## config.mk

```make
export PLATFORM = sky130hd
export DESIGN_NAME = lifo_stack
export DESIGN_NICKNAME = d
export VERILOG_FILES = /design/src/rtl/lifo_stack.sv
export SDC_FILE = /design/constraint.sdc
export NUM_CORES = 2
export LEC_CHECK = 0
export BUFFER_PORTS_ARGS = -buffer_cell sky130_fd_sc_hd__buf_2
export CORE_UTILIZATION = 60
export DETAILED_ROUTE_END_ITERATION = 7
export PLACE_DENSITY = 0.76
export SYNTH_ARGS = -nofsm -noshare
export SYNTH_HDL_FRONTEND = slang
export SYNTH_SLANG_ARGS = --single-unit
export TNS_END_PERCENT = 100
```

## constraint.sdc

```tcl
create_clock -name clk -period 14.37 [get_ports clk]
set_clock_uncertainty 0.1 [all_clocks]
set_input_delay 1.437 -clock clk [delete_from_list [all_inputs] [get_ports clk]]
set_output_delay 1.437 -clock clk [all_outputs]
set_load 0.05 [all_outputs]
```

## src/rtl/lifo_stack.sv

```systemverilog
// -----------------------------------------------------------------------------
// lifo_stack
//   Parametrised synchronous LIFO used as the call/data stack beside the
//   control unit. The top entry lives in a register (rd) so the read port has
//   no RAM latency. The RAM holds only the entries below the top. Entry k of
//   the stack (0 = bottom) is at mem[k] for k < count-1.
//
// Parameters
//   WIDTH      data word width
//   DEPTH      number of entries (>= 2)
//   ADD_WIDTH  pointer width, 2**ADD_WIDTH >= DEPTH
//
// Ports
//   clk        system clock, rising edge
//   rst        asynchronous active-high reset
//   push       push enable (with pop: replace top)
//   pop        pop enable
//   clr        synchronous flush, also clears faults, beats push/pop
//   wr         write data for push / replace
//   rd         registered top-of-stack value, 0 when empty
//   count      number of valid entries, 0..DEPTH
//   empty      count == 0
//   full       count == DEPTH
//   overflow   sticky, push-only attempted while full
//   underflow  sticky, pop-only attempted while empty
//   mem_fault  overflow | underflow
// -----------------------------------------------------------------------------
module lifo_stack #(
   parameter int unsigned WIDTH     = 16,
   parameter int unsigned DEPTH     = 256,
   parameter int unsigned ADD_WIDTH = 8
) (
   input  logic                 clk,
   input  logic                 rst,
   input  logic                 push,
   input  logic                 pop,
   input  logic                 clr,
   input  logic [WIDTH-1:0]     wr,
   output logic [WIDTH-1:0]     rd,
   output logic [ADD_WIDTH:0]   count,
   output logic                 empty,
   output logic                 full,
   output logic                 overflow,
   output logic                 underflow,
   output logic                 mem_fault
);

   localparam int unsigned CW = ADD_WIDTH + 1;
   localparam int unsigned AW = ADD_WIDTH;

   // Parameter sanity, caught at elaboration
   if (DEPTH < 2) begin : g_bad_depth
      $error("lifo_stack: DEPTH must be >= 2");
   end
   if ((64'(1) << ADD_WIDTH) < 64'(DEPTH)) begin : g_bad_addr
      $error("lifo_stack: 2**ADD_WIDTH must be >= DEPTH");
   end

   // Operation decode codes
   typedef enum logic [1:0] {
      OP_IDLE    = 2'b00,
      OP_POP     = 2'b01,
      OP_PUSH    = 2'b10,
      OP_REPLACE = 2'b11
   } op_e;

   // Architectural state
   logic [CW-1:0]    count_q, count_d;
   logic [WIDTH-1:0] rd_q, rd_d;
   logic             overflow_q, overflow_d;
   logic             underflow_q, underflow_d;

   // Storage for entries beneath the top
   logic [WIDTH-1:0] mem [DEPTH];

   logic             mem_we;
   logic [AW-1:0]    mem_waddr;
   logic [WIDTH-1:0] mem_wdata;
   logic [AW-1:0]    mem_raddr;
   logic [WIDTH-1:0] mem_rdata;

   logic             empty_c;
   logic             full_c;
   op_e              op;

   assign empty_c = (count_q == '0);
   assign full_c  = (count_q == CW'(DEPTH));
   assign op      = op_e'({push, pop});

   // Entry that becomes the new top after a pop (index count-2)
   assign mem_raddr = AW'(count_q - CW'(2));
   assign mem_rdata = mem[mem_raddr];

   // Next-state decode, clr has priority over any operation
   always_comb begin
      count_d     = count_q;
      rd_d        = rd_q;
      overflow_d  = overflow_q;
      underflow_d = underflow_q;
      mem_we      = 1'b0;
      mem_waddr   = AW'(count_q - CW'(1));
      mem_wdata   = rd_q;

      if (clr) begin
         count_d     = '0;
         rd_d        = '0;
         overflow_d  = 1'b0;
         underflow_d = 1'b0;
      end else begin
         unique case (op)
            OP_IDLE: begin
            end
            OP_PUSH: begin
               if (full_c) begin
                  overflow_d = 1'b1;
               end else begin
                  // Old top sinks into the RAM; nothing to save when empty
                  mem_we  = !empty_c;
                  rd_d    = wr;
                  count_d = count_q + CW'(1);
               end
            end
            OP_POP: begin
               if (empty_c) begin
                  underflow_d = 1'b1;
               end else begin
                  count_d = count_q - CW'(1);
                  rd_d    = (count_q == CW'(1)) ? '0 : mem_rdata;
               end
            end
            OP_REPLACE: begin
               // Overwrite top in place; on an empty stack this is a push
               rd_d = wr;
               if (empty_c) begin
                  count_d = CW'(1);
               end
            end
            default: begin
            end
         endcase
      end
   end

   // State registers
   always_ff @(posedge clk or posedge rst) begin
      if (rst) begin
         count_q     <= '0;
         rd_q        <= '0;
         overflow_q  <= 1'b0;
         underflow_q <= 1'b0;
      end else begin
         count_q     <= count_d;
         rd_q        <= rd_d;
         overflow_q  <= overflow_d;
         underflow_q <= underflow_d;
      end
   end

   // RAM write port, contents not reset
   always_ff @(posedge clk) begin
      if (mem_we) begin
         mem[mem_waddr] <= mem_wdata;
      end
   end

   assign rd        = rd_q;
   assign count     = count_q;
   assign empty     = empty_c;
   assign full      = full_c;
   assign overflow  = overflow_q;
   assign underflow = underflow_q;
   assign mem_fault = overflow_q | underflow_q;

endmodule

```

==> qor.yml <==
status: "complete, but fails checks"
failed_checks: "design-rule violations, max-capacitance violations"
insertion_delay_ps: 960
slew_headroom_pct: 1.41
syn_to_final_growth_pct: 12.1
leakage_nw: 55.7
ys_seq_elements: 4123
dp_hpwl_um: 228000
drive_gt1_share_pct: 28.4
endpoint_kind: "register"
hold-worst-slack_ps: 490
port_buffers: 50
top_layer: "met5"
peakVddDrop_uv: 139
postCtsResizedCells: 0
synthCells: 7046
gp_congestion: 0.886
final_cell_mix: "edfxtp_1, mux4_2, clkbuf_16"
antenna_found_initial: 22
core_area_um2: 263000
max_slew.worst_pin.slew_ps: 1480
grt_first_pass_wirelength_um: 577000
final_common_cell: "edfxtp_1"
fp.dieH_um: 516
rsz0062_at_grt: "false"
wire_per_inst_um: 35.8
postCtsSetupBuffers: 0
powerDensity_nw_per_um2: 174
yosys_warnings: 0
post_synth.cell_area_avg_um2: 22.5
synth_nets: 7076
netlist_area_um2: 159000
r2r_cells: 10
met1_length_um: 141000
drv_cap: 1
dieArea_um2: 266000
layout_min_cycle_time_ps: 6930
hold_path_class: "register to register"
clk_path_buf_depth: 4
gr-total-overflow: 0
dr_total_vias: 79000
fin_util_pct: 67.7
grt_pass1_vias: 78900
synth-edff-count: 4096
drc: 12
hold_buffers: 0
required_ps: 15040
synthDistinctLibCells: 66
gr-usage-all-layers_pct: 30.8
seq_area_frac_synth_pct: 78.0
crit_type: "register to register"
final_nets: 7517
tritoncts: "built"
final_area_um2: 178000
start_util_pct: 60.4
setup_viol: 0
cts_buffers: 402
synthArstFlopShare_pct: 0.655
wl_met2_um: 193000
clock-sinks: 4123
synth_flop_cell: "edfxtp_1"
htree_levels: 5
via_per_inst: 6.95
arrival_ps: 7600
ant_nets: 0
initialDrtViolationCount: 12600
maxSlewViolCount: 0
die_x_um: 516
power_w: 0.0309
path_clk_slew_ps: 60
root_buffer: "clkbuf_16"
worstSetupStartpointType: "register"
crit_fanout: 45
rows: 188
place_area_um2: 165000
holdPathStages: 2
wl_met3_um: 48400
io-pin-count: 51
max_freq_ghz: 0.144
wl_um: 407000
finalSetupTns_ps: 0
firstDrtPassIters: 8
grt_max_degree: 213
fin_crit_sh_pct: 48.3
hold_violations: 0
## metal layers
metal	global-route usage [%]	vias up
met5	0	-
met4	15.3	20
met3	6.87	1027
met2	47.5	5857
met1	42.1	41300
li1	-	30800
## sequential cells by signal, indices dropped and copies added, names as in the netlist
register and count:
mem 4096, underflow 1, count 9, overflow 1, rd 16
## cells in the mapped netlist (19+ instances only)
cell / instances / area, µm²
buf_2: 151 / 756
nand3_1: 32 / 160
o31ai_1: 19 / 143
dfrtp_1: 27 / 676
a22oi_1: 53 / 398
clkbuf_1: 175 / 657
mux4_2: 1104 / 24900
nand4_1: 19 / 119
nor2_1: 306 / 1150
buf_1: 21 / 78.8
nand2_1: 302 / 1130
edfxtp_1: 4096 / 123000
nor3_1: 54 / 270
o21ai_1: 33 / 165
a22o_1: 77 / 674
a31oi_1: 34 / 213
a221oi_1: 34 / 298
o21ai_0: 37 / 185
mux2i_1: 111 / 1110
buf_4: 57 / 428
a21oi_1: 116 / 581
## cells by family after synthesis
kind of cell	Yosys count	synth area share, %
muxes	1215	16.4
DFF	4123	78.0
adders and majority gates	9	0.0710
xor gates and xnor gates	16	0.0883
buffers and inverters	420	1.28
and+or+nand+nor	755	2.00
AOI/OAI and AO/OA	508	2.23
## where the power goes
part           switching, W  leakage [nW]  internal, W
Clock               0.00447          6.37      0.00597
Combinational       0.00424          11.6      0.00194
Sequential         0.000207          37.7       0.0141
## worst paths after layout
kind                            startpoint   endpoint  slack [ps]
worst max-delay path              count[0]      rd[7]        7440
worst min-delay path             underflow  underflow         490
worst max register to register    count[0]      rd[7]        7440
worst min register to register   underflow  underflow         490
max in group asynchronous              rst      rd[8]       12860
min in group asynchronous              rst  underflow         590
## cell type report
type,count,area [µm²]
antenna,20,50.0
clock buffer,494,10600
clock inverter,245,2390
fill,15400,85000
inverter,9,33.8
multi-input combinational,2503,33200
sequential,4123,124000
tap,3515,4400
timing repair buffer,448,3360
## worst max-delay path, cell delays in order, from the launching register on
cell and delay [ps]:
dfrtp_4 810, buf_4 580, buf_4 810, buf_4 750, mux4_2 590, mux4_2 500, a2111oi_0 1230, buf_4 260
o211ai_1 170, o21ai_1 600, o31ai_1 170
## through the flow
step           cells  setup WS (ps)
2_1_floorplan   7046           9350
3_3_place_gp   10600           7620
3_5_place_dp   10600           7610
4_1_cts        11300           7560
5_1_grt        11300           7340
6_report       11400           7440
Power figures use the tool's default switching activity.
